### src/rtl/multiplexor_seq_mod_pkg.sv
// Shared definitions for the registered N-channel multiplexer.
package multiplexor_pkg;

    // Operating mode encodings carried on MODE.
    localparam logic [1:0] MODE_DIRECT = 2'b00;
    localparam logic [1:0] MODE_SCAN   = 2'b01;
    localparam logic [1:0] MODE_ACC    = 2'b10;
    localparam logic [1:0] MODE_PROD   = 2'b11;

endpackage

### src/rtl/multiplexor_seq_mod_if.sv
// Sample/result bus between the channel sources, the multiplexer and its consumer.
// Handshake: a sample is taken on every rising CLK edge where IN_VALID=1 and
// CLR=0; there is no ready/back-pressure. en is a one-cycle strobe marking a
// fresh R/IDX, one per accepted sample, asserted the cycle after acceptance.
interface multiplexor_seq_mod_if #(
    parameter int W    = 8,
    parameter int N    = 4,
    parameter int SELW = 3
) ();
    import multiplexor_pkg::*;

    logic [N*W-1:0]  DIN;
    logic [SELW-1:0] SEL;
    logic [1:0]      MODE;
    logic            IN_VALID;
    logic            CLR;
    logic [2*W-1:0]  R;
    logic            en;
    logic [SELW-1:0] IDX;
    logic            OVF;

    // Source side: drives samples, observes results.
    modport master (
        output DIN, SEL, MODE, IN_VALID, CLR,
        input  R, en, IDX, OVF
    );

    // Multiplexer side.
    modport slave (
        input  DIN, SEL, MODE, IN_VALID, CLR,
        output R, en, IDX, OVF
    );
endinterface

### src/rtl/multiplexor_seq_mod_sat_add.sv
// Unsigned saturating adder: clamps to all-ones and flags when the true sum
// does not fit in WD bits.
module multiplexor_sat_add #(
    parameter int WD = 16
) (
    input  logic [WD-1:0] a_i,
    input  logic [WD-1:0] b_i,
    output logic [WD-1:0] sum_o,
    output logic          ovf_o
);
    logic [WD:0] full_sum;

    // Carry-out of the widened sum is the overflow; saturate on it.
    always_comb begin
        full_sum = {1'b0, a_i} + {1'b0, b_i};
        ovf_o    = full_sum[WD];
        sum_o    = full_sum[WD] ? {WD{1'b1}} : full_sum[WD-1:0];
    end
endmodule

### src/rtl/multiplexor_seq_mod.sv
// Registered N-channel multiplexer: direct select, auto-scan, saturating
// accumulate and adjacent-channel product, one 2W result per accepted sample.
module multiplexor_seq_mod
    import multiplexor_pkg::*;
#(
    parameter int W    = 8,
    parameter int N    = 4,
    parameter int SELW = 3
) (
    input  logic                  CLK,
    input  logic                  RST_N,
    multiplexor_seq_mod_if.slave  bus,
    output logic [SELW-1:0]       dbg_ptr_o
);
    logic [W-1:0]    ch [N];
    logic [W-1:0]    ch_sel;
    logic [W-1:0]    ch_nxt;
    logic [W-1:0]    ch_ptr;
    logic [SELW-1:0] nxt_sel;
    logic [SELW-1:0] ptr_inc;
    logic            sel_ok;
    logic [2*W-1:0]  acc_sum;
    logic            acc_ovf;

    logic [2*W-1:0]  r_q, r_d;
    logic            en_q, en_d;
    logic [SELW-1:0] idx_q, idx_d;
    logic            ovf_q, ovf_d;
    logic [SELW-1:0] ptr_q, ptr_d;

    // Channel extraction, mod-N successors and per-index channel lookup.
    always_comb begin
        for (int i = 0; i < N; i++) begin
            ch[i] = bus.DIN[i*W +: W];
        end
        sel_ok  = ({1'b0, bus.SEL} < (SELW+1)'(N));
        nxt_sel = (bus.SEL == SELW'(N-1)) ? '0 : bus.SEL + SELW'(1);
        ptr_inc = (ptr_q == SELW'(N-1)) ? '0 : ptr_q + SELW'(1);
        ch_sel  = '0;
        ch_nxt  = '0;
        ch_ptr  = '0;
        for (int i = 0; i < N; i++) begin
            if (bus.SEL == SELW'(i)) ch_sel = ch[i];
            if (nxt_sel == SELW'(i)) ch_nxt = ch[i];
            if (ptr_q   == SELW'(i)) ch_ptr = ch[i];
        end
    end

    // Running sum for accumulate mode continues from the current R.
    multiplexor_sat_add #(.WD(2*W)) u_sat_add (
        .a_i   (r_q),
        .b_i   ((2*W)'(ch_sel)),
        .sum_o (acc_sum),
        .ovf_o (acc_ovf)
    );

    // State register: result, strobe, index, sticky overflow, scan pointer.
    always_ff @(posedge CLK or negedge RST_N) begin
        if (!RST_N) begin
            r_q   <= '0;
            en_q  <= 1'b0;
            idx_q <= '0;
            ovf_q <= 1'b0;
            ptr_q <= '0;
        end else begin
            r_q   <= r_d;
            en_q  <= en_d;
            idx_q <= idx_d;
            ovf_q <= ovf_d;
            ptr_q <= ptr_d;
        end
    end

    // Next state: CLR beats IN_VALID; invalid SEL rejects outside scan mode.
    always_comb begin
        r_d   = r_q;
        en_d  = 1'b0;
        idx_d = idx_q;
        ovf_d = ovf_q;
        ptr_d = ptr_q;
        if (bus.CLR) begin
            r_d   = '0;
            ovf_d = 1'b0;
            ptr_d = '0;
        end else if (bus.IN_VALID) begin
            case (bus.MODE)
                MODE_SCAN: begin
                    r_d   = (2*W)'(ch_ptr);
                    idx_d = ptr_q;
                    ptr_d = ptr_inc;
                    en_d  = 1'b1;
                end
                MODE_DIRECT: begin
                    if (sel_ok) begin
                        r_d   = (2*W)'(ch_sel);
                        idx_d = bus.SEL;
                        en_d  = 1'b1;
                    end
                end
                MODE_ACC: begin
                    if (sel_ok) begin
                        r_d   = acc_sum;
                        idx_d = bus.SEL;
                        ovf_d = ovf_q | acc_ovf;
                        en_d  = 1'b1;
                    end
                end
                default: begin
                    if (sel_ok) begin
                        r_d   = (2*W)'(ch_sel) * (2*W)'(ch_nxt);
                        idx_d = bus.SEL;
                        en_d  = 1'b1;
                    end
                end
            endcase
        end
    end

    // Outputs come straight from registers.
    always_comb begin
        bus.R     = r_q;
        bus.en    = en_q;
        bus.IDX   = idx_q;
        bus.OVF   = ovf_q;
        dbg_ptr_o = ptr_q;
    end
endmodule

### src/flat_wrapper.sv
// flat-port wrapper written by rule: the top's interface ports become plain ports
module multiplexor_seq_mod_flat import multiplexor_pkg::*;
#(
    parameter int W    = 8,
    parameter int N    = 4,
    parameter int SELW = 3
)
  (CLK, RST_N, dbg_ptr_o, bus_DIN, bus_SEL, bus_MODE, bus_IN_VALID, bus_CLR, bus_R, bus_en, bus_IDX, bus_OVF);
  multiplexor_seq_mod_if #(.W(W), .N(N), .SELW(SELW)) bus_i ();
  input  logic CLK;
  input  logic RST_N;
  output logic [SELW-1:0] dbg_ptr_o;
  input wire logic [$bits(bus_i.DIN)-1:0] bus_DIN;
  input wire logic [$bits(bus_i.SEL)-1:0] bus_SEL;
  input wire logic [$bits(bus_i.MODE)-1:0] bus_MODE;
  input wire logic [$bits(bus_i.IN_VALID)-1:0] bus_IN_VALID;
  input wire logic [$bits(bus_i.CLR)-1:0] bus_CLR;
  output wire logic [$bits(bus_i.R)-1:0] bus_R;
  output wire logic [$bits(bus_i.en)-1:0] bus_en;
  output wire logic [$bits(bus_i.IDX)-1:0] bus_IDX;
  output wire logic [$bits(bus_i.OVF)-1:0] bus_OVF;
  assign bus_i.DIN = bus_DIN;
  assign bus_i.SEL = bus_SEL;
  assign bus_i.MODE = bus_MODE;
  assign bus_i.IN_VALID = bus_IN_VALID;
  assign bus_i.CLR = bus_CLR;
  assign bus_R = bus_i.R;
  assign bus_en = bus_i.en;
  assign bus_IDX = bus_i.IDX;
  assign bus_OVF = bus_i.OVF;
  multiplexor_seq_mod #(.W(W), .N(N), .SELW(SELW)) u_core (.CLK(CLK), .RST_N(RST_N), .bus(bus_i), .dbg_ptr_o(dbg_ptr_o));
endmodule
### config.mk
export PLATFORM = sky130hd
export DESIGN_NAME = multiplexor_seq_mod_flat
export DESIGN_NICKNAME = d
export VERILOG_FILES = /design/src/rtl/multiplexor_seq_mod_pkg.sv /design/src/rtl/multiplexor_seq_mod_if.sv /design/src/rtl/multiplexor_seq_mod_sat_add.sv /design/src/rtl/multiplexor_seq_mod.sv /design/src/flat_wrapper.sv
export SDC_FILE = /design/constraint.sdc
export NUM_CORES = 1
export LEC_CHECK = 0
export ABC_CLOCK_PERIOD_IN_PS = 2600
export BUFFER_PORTS_ARGS = -buffer_cell sky130_fd_sc_hd__buf_2
export CAP_MARGIN = 30
export CORE_MARGIN = 4
export CORE_UTILIZATION = 61
export CTS_BUF_LIST = sky130_fd_sc_hd__clkbuf_4
export CTS_CLUSTER_DIAMETER = 100
export DETAILED_ROUTE_END_ITERATION = 16
export PLACE_DENSITY_LB_ADDON = 0.1
export SLEW_MARGIN = 25
export SYNTH_ARGS = -nofsm -noshare
export SYNTH_HDL_FRONTEND = slang
export SYNTH_SLANG_ARGS = --single-unit
### constraint.sdc
create_clock -name CLK -period 2.6 [get_ports CLK]
set_input_delay 0.26 -clock CLK [delete_from_list [all_inputs] [get_ports CLK]]
set_output_delay 0.26 -clock CLK [all_outputs]
set_load 0.01 [all_outputs]
==> out/qor.yml, run 1 <==
run_status:
  status: "aborted with a tool error"
  haltStage: "5_1_grt"
  error: "[ERROR DPL-0038] Utilization greater than 100%, impossible to legalize"
die:
  num_rows: 32
  chipHeight_um: 97.59
  ios: 65
  initial_core_util_pct: 63.03
  dieWidth_um: 97.59
synth:
  ys_ff_latch: 24
  ys_seq_area_share_pct: 12.27
  netlist_area_um2: 4896
  yosysUniqueCellTypes: 67
  synth_edf_count: 0
  yosys_warnings: 0
  syn_avg_cell_area_um2: 7.710
  synth_fp_nets: 765
  synthArstFlopShare_pct: 100.0
  synth-main-ff-cell: "dfrtp_1"
  synthCells: 635
global_routing:
  grt_max_degree: 25
clocking:
  cts.sinks: 24
  cts_buffer_depth: 2
  htreeDepth: 1
  numCtsBuffers: 3
  root_buffer: "clkbuf_4"
timing:
  worstEndpointGrtRepair: "u_core.bus.R[13]$_DFFE_PN0P_/D"
  worst-ep-kind: "sequential cell input"
place:
  gp_congestion: 0.9713
  hpwlAfterDp_um: 14800
  port_buffers: 64
-- metrics by stage --
stage | area (um2) | setup TNS, ns | std cells | worst slack [ns] | utilization, %
floorplan | 5146 | -26.41 | 635 | -2.266 | -
global placement | 6494 | -33.84 | 911 | -2.689 | 83.60
detailed placement | 6494 | -35.34 | 911 | -2.786 | 83.60
CTS | 7252 | -25.98 | 942 | -2.285 | 93.36
-- cell families after synthesis --
logic type / after synthesis / share of synthesized area [%]
AOI/OAI and AO/OA: 194 / 26.45
buffers and inverters: 99 / 7.999
xor gates and xnor gates: 15 / 2.683
muxes: 5 / 1.022
adders and majority gates: 89 / 28.42
DFF: 24 / 12.27
and+or+nand+nor: 209 / 21.16
-- cells in the mapped netlist (4+ instances only) --
| cell type | number | area share, % |
|---|---|---|
| a2111oi_0 | 7 | 1.3 |
| a211oi_1 | 9 | 1.4 |
| a21o_1 | 8 | 1.2 |
| a21oi_1 | 63 | 6.4 |
| a21oi_2 | 9 | 1.6 |
| a221o_1 | 4 | 0.82 |
| a22oi_1 | 6 | 0.92 |
| a31oi_1 | 4 | 0.51 |
| and2_1 | 5 | 0.64 |
| buf_2 | 8 | 0.82 |
| clkbuf_1 | 11 | 0.84 |
| dfrtp_1 | 24 | 12 |
| fa_1 | 37 | 15 |
| ha_1 | 52 | 13 |
| inv_1 | 74 | 5.7 |
| mux2i_1 | 5 | 1.0 |
| nand2_1 | 45 | 3.4 |
| nand2b_1 | 22 | 2.8 |
| nand3b_1 | 7 | 1.1 |
| nor2_1 | 86 | 6.6 |
| nor2b_1 | 5 | 0.64 |
| nor3_1 | 8 | 0.82 |
| nor3b_1 | 4 | 0.61 |
| o211ai_1 | 6 | 0.92 |
| o21ai_0 | 34 | 3.5 |
| o31ai_1 | 6 | 0.92 |
| or3_1 | 4 | 0.51 |
| xnor2_1 | 10 | 1.8 |
| xor2_1 | 5 | 0.89 |
-- repair_timing --
item,CTS
gates cloned,1
hold endpoints to repair,24
hold buffers,1
pin swaps,74
resized for setup,105
setup buffers,25
setup endpoints to repair,17
==> run 2, diff against run 1 <==
--- a/config.mk
+++ b/config.mk
@@ -9,11 +9,9 @@
 export BUFFER_PORTS_ARGS = -buffer_cell sky130_fd_sc_hd__buf_2
 export CAP_MARGIN = 30
 export CORE_MARGIN = 4
-export CORE_UTILIZATION = 61
-export CTS_BUF_LIST = sky130_fd_sc_hd__clkbuf_4
-export CTS_CLUSTER_DIAMETER = 100
+export CORE_UTILIZATION = 40
 export DETAILED_ROUTE_END_ITERATION = 16
-export PLACE_DENSITY_LB_ADDON = 0.1
+export PLACE_DENSITY_LB_ADDON = 0.15
 export SLEW_MARGIN = 25
 export SYNTH_ARGS = -nofsm -noshare
 export SYNTH_HDL_FRONTEND = slang
==> run 2 against run 1 <==
The flow now finishes, with violations (setup timing). Area after synthesis did not move. Synthesized cell count stayed put.
==> out/qor.yml, run 2 <==
route:
  drt-total-wl_um: 18950
  ant_nets: 0
  routedWlPerCell_um: 18.56
  dr.pass1.iters: 6
  vias: 5690
  viasPerCell: 5.573
  drt_iter0_drc: 395
  drc: 0
place:
  hpwlAfterDp_um: 14680  # -0.82%
  port_buffers: 64  # unchanged
  dp_cells: 963  # +5.7%
  gp_congestion: 0.9804  # +0.94%
  dpl_worst_slack_ns: -2.762  # +0.02454 ns
finish:
  finalNonFillerCells: 1021
  areaGrowthSynthToFinish_pct: 61.46
  nets: 1005
  layout_commonest_cell: "buf_4"
  antenna_cells: 0
  layout-drive-gt1-share_pct: 46.80
  largest_reg_flops: 16
  final_cell_mix: "buf_4 (149), nor2_1 (65), buf_2 (62), a21oi_1 (52), inv_1 (52)"
  final_util_pct: 65.81
synth:
  synthArstFlopShare_pct: 100.0  # unchanged
  syn_avg_cell_area_um2: 7.710  # unchanged
  netlist_top_cells_count: "nor2_1 (86), inv_1 (74), a21oi_1 (63)"
  ys_ff_latch: 24  # unchanged
  yosysUniqueCellTypes: 67  # unchanged
  synthCells: 635  # unchanged
  synth_fp_nets: 765  # unchanged
  synth_edf_count: 0  # unchanged
  yosys_warnings: 0  # unchanged
  ys_seq_area_share_pct: 12.27  # unchanged
  netlist_area_um2: 4896  # unchanged
  synth_most_common_cell: "nor2_1"
  synth-main-ff-cell: "dfrtp_1"
  synthTopCellsByArea: "fa_1 (15%), ha_1 (13%), dfrtp_1 (12%)"
  synth_area_leader_cell: "fa_1"
  synth_top_area_share_pct: 15.13  # unchanged
power:
  p_total_mw: 2.761
  leakage_nw: 3.707
  powerDensity_nw_per_um2: 349.3
  vdd_drop_max_v: 0.0002564
global_routing:
  grt_pass1_wl_um: 29990
  track_usage_pct: 26.37
  overflow: 0
  grt_pass1_vias: 5897
  grt_max_degree: 25
  antenna_found_initial: 0
run_status:
  status: "complete, but fails checks"
  violations: "setup timing"
timing:
  clock_skew_ns: 0.002203
  drv_slew: 0
  max_freq_mhz: 204.0
  rsz0062_at_grt: "yes"
  hold_ws_ns: 0.2128
  fin_crit_sh_pct: 188.5
  min_period_ns: 4.901
  setup_viol: 17
  tightest_slew_ns: 0.8230
  hold_violations: 0
  maxSlewHeadroom_pct: 44.84
  final.setup.worst_slack_ns: -2.301
clocking:
  clk_pin_slew_ns: 0.07
  root_buffer: "clkbuf_16"
  cts_buffer_depth: 2  # unchanged
  cts_tree: "done"
  clock_latency_ns: 0.27
  htreeDepth: 1  # unchanged
  cts.sinks: 24  # unchanged
  numCtsBuffers: 3  # unchanged
die:
  num_rows: 40  # +25%
  initial_core_util_pct: 40.76  # -22 points
  chipHeight_um: 118.6  # +22%
  dieArea_um2: 14070
  ios: 65  # unchanged
  core-area_um2: 12010
  dieWidth_um: 118.6  # +22%
critical_path:
  critPathTopFamily: "adder cells"
  critPathMaxStageDelay_ns: 0.52
  crit_path_end: "u_core.bus.R[12]"
  rrSetupSlack_ns: 0.17
  crit_fanout: 5
  path_class: "input port to flop"
  worstSetupEndpointType: "flop"
  worst_ep_required_time_ns: 2.74
  path_common_cell: "fa_1"
  arrival_ns: 5.04
  crit_chain: "buf_12 -> inv_6 -> ha_4 -> inv_8 -> buf_12 -> buf_4 -> a21oi_1 -> a2111oi_4 -> a21oi_2 -> buf_4 -> nor2_4 -> fa_1 -> fa_1 -> fa_1 -> inv_1 -> fa_1 -> inv_2 -> ha_4 -> a21oi_2 -> o21ai_2 -> a21o_1 -> a311oi_2 -> xor2_1 -> o22ai_1"
  slowest_stage: "fa_1"
  worst_r2r_endpoint: "u_core.bus.R[14]"
  ff2ff_path_depth: 9
  cp.depth: 24
  r2r-start: "u_core.bus.R[0]"
  startpoint: "bus_SEL[0]"
  path_buf_inv: 8
  startpoint_type: "input port"
worst_hold_path:
  hp-start: "bus_CLR"
  hold_class: "input port to flop"
flow_run:
  cap_violations: 0
## run 2: worst min path at each step
stage	cells past startpoint	slack, ns	endpoint
after floorplan	0	-0.04	u_core.bus.IDX[0]
after global placement	1	0.29	u_core.dbg_ptr_o[2]
after detailed placement	1	0.29	u_core.dbg_ptr_o[1]
after CTS	2	0.22	u_core.bus.OVF
after global routing	2	0.23	u_core.bus.OVF
final	2	0.21	u_core.bus.OVF
## run 2: cells by family (layout without fill, tap and decap cells)
logic type	count (synthesis)	after routing	synth area share [%]
XOR/XNOR	15	15	2.683
AO/OA/AOI/OAI	194	194	26.45
buffers and inverters	99	338	7.999
multiplexers	5	5	1.022
flip-flops	24	24	12.27
AND/OR/NAND/NOR	209	209	21.16
adder cells (fa/ha/maj)	89	89	28.42
## run 2: layout make-up
type,count,area [um2]
repair buffers,257,1997
clock buffers,3,75.07
well taps,147,183.9
inverters,77,311.5
flip-flops and latches,24,600.6
clock inverters,1,30.03
multi-input cells,512,4707
fillers,984,4106
## run 2: through the flow
step	cell area, um2	TNS, ns
6_report	7905	-29.62
5_1_grt	7905	-32.25
4_1_cts	7398	-29.43
3_5_place_dp	6590	-36.27
3_3_place_gp	6590	-35.16
2_1_floorplan	5146	-26.41
## run 2: metal layers
layer	global-route usage [%]	routed length, um
met2	45.12	9367
met4	6.372	349
met1	35.24	8253
met3	3.541	977
met5	0	0
## run 2: report_power, final
| part | leakage (nW) | switching (mW) | total [mW] | internal, mW |
|---|---|---|---|---|
| Combinational | 3.33 | 0.974 | 1.89 | 0.913 |
| Clock | 0.0511 | 0.154 | 0.461 | 0.307 |
| Sequential | 0.326 | 0.0209 | 0.413 | 0.392 |
## run 2: what timing repair did
action                     4_1_cts  5_1_grt
resized for setup               84       94
setup endpoints to repair       17       17
setup buffers                   44       34
pin swaps                       52       77
hold buffers                     1        0
hold endpoints to repair        15        0
Note: power is estimated with default switching activity, not from simulation.
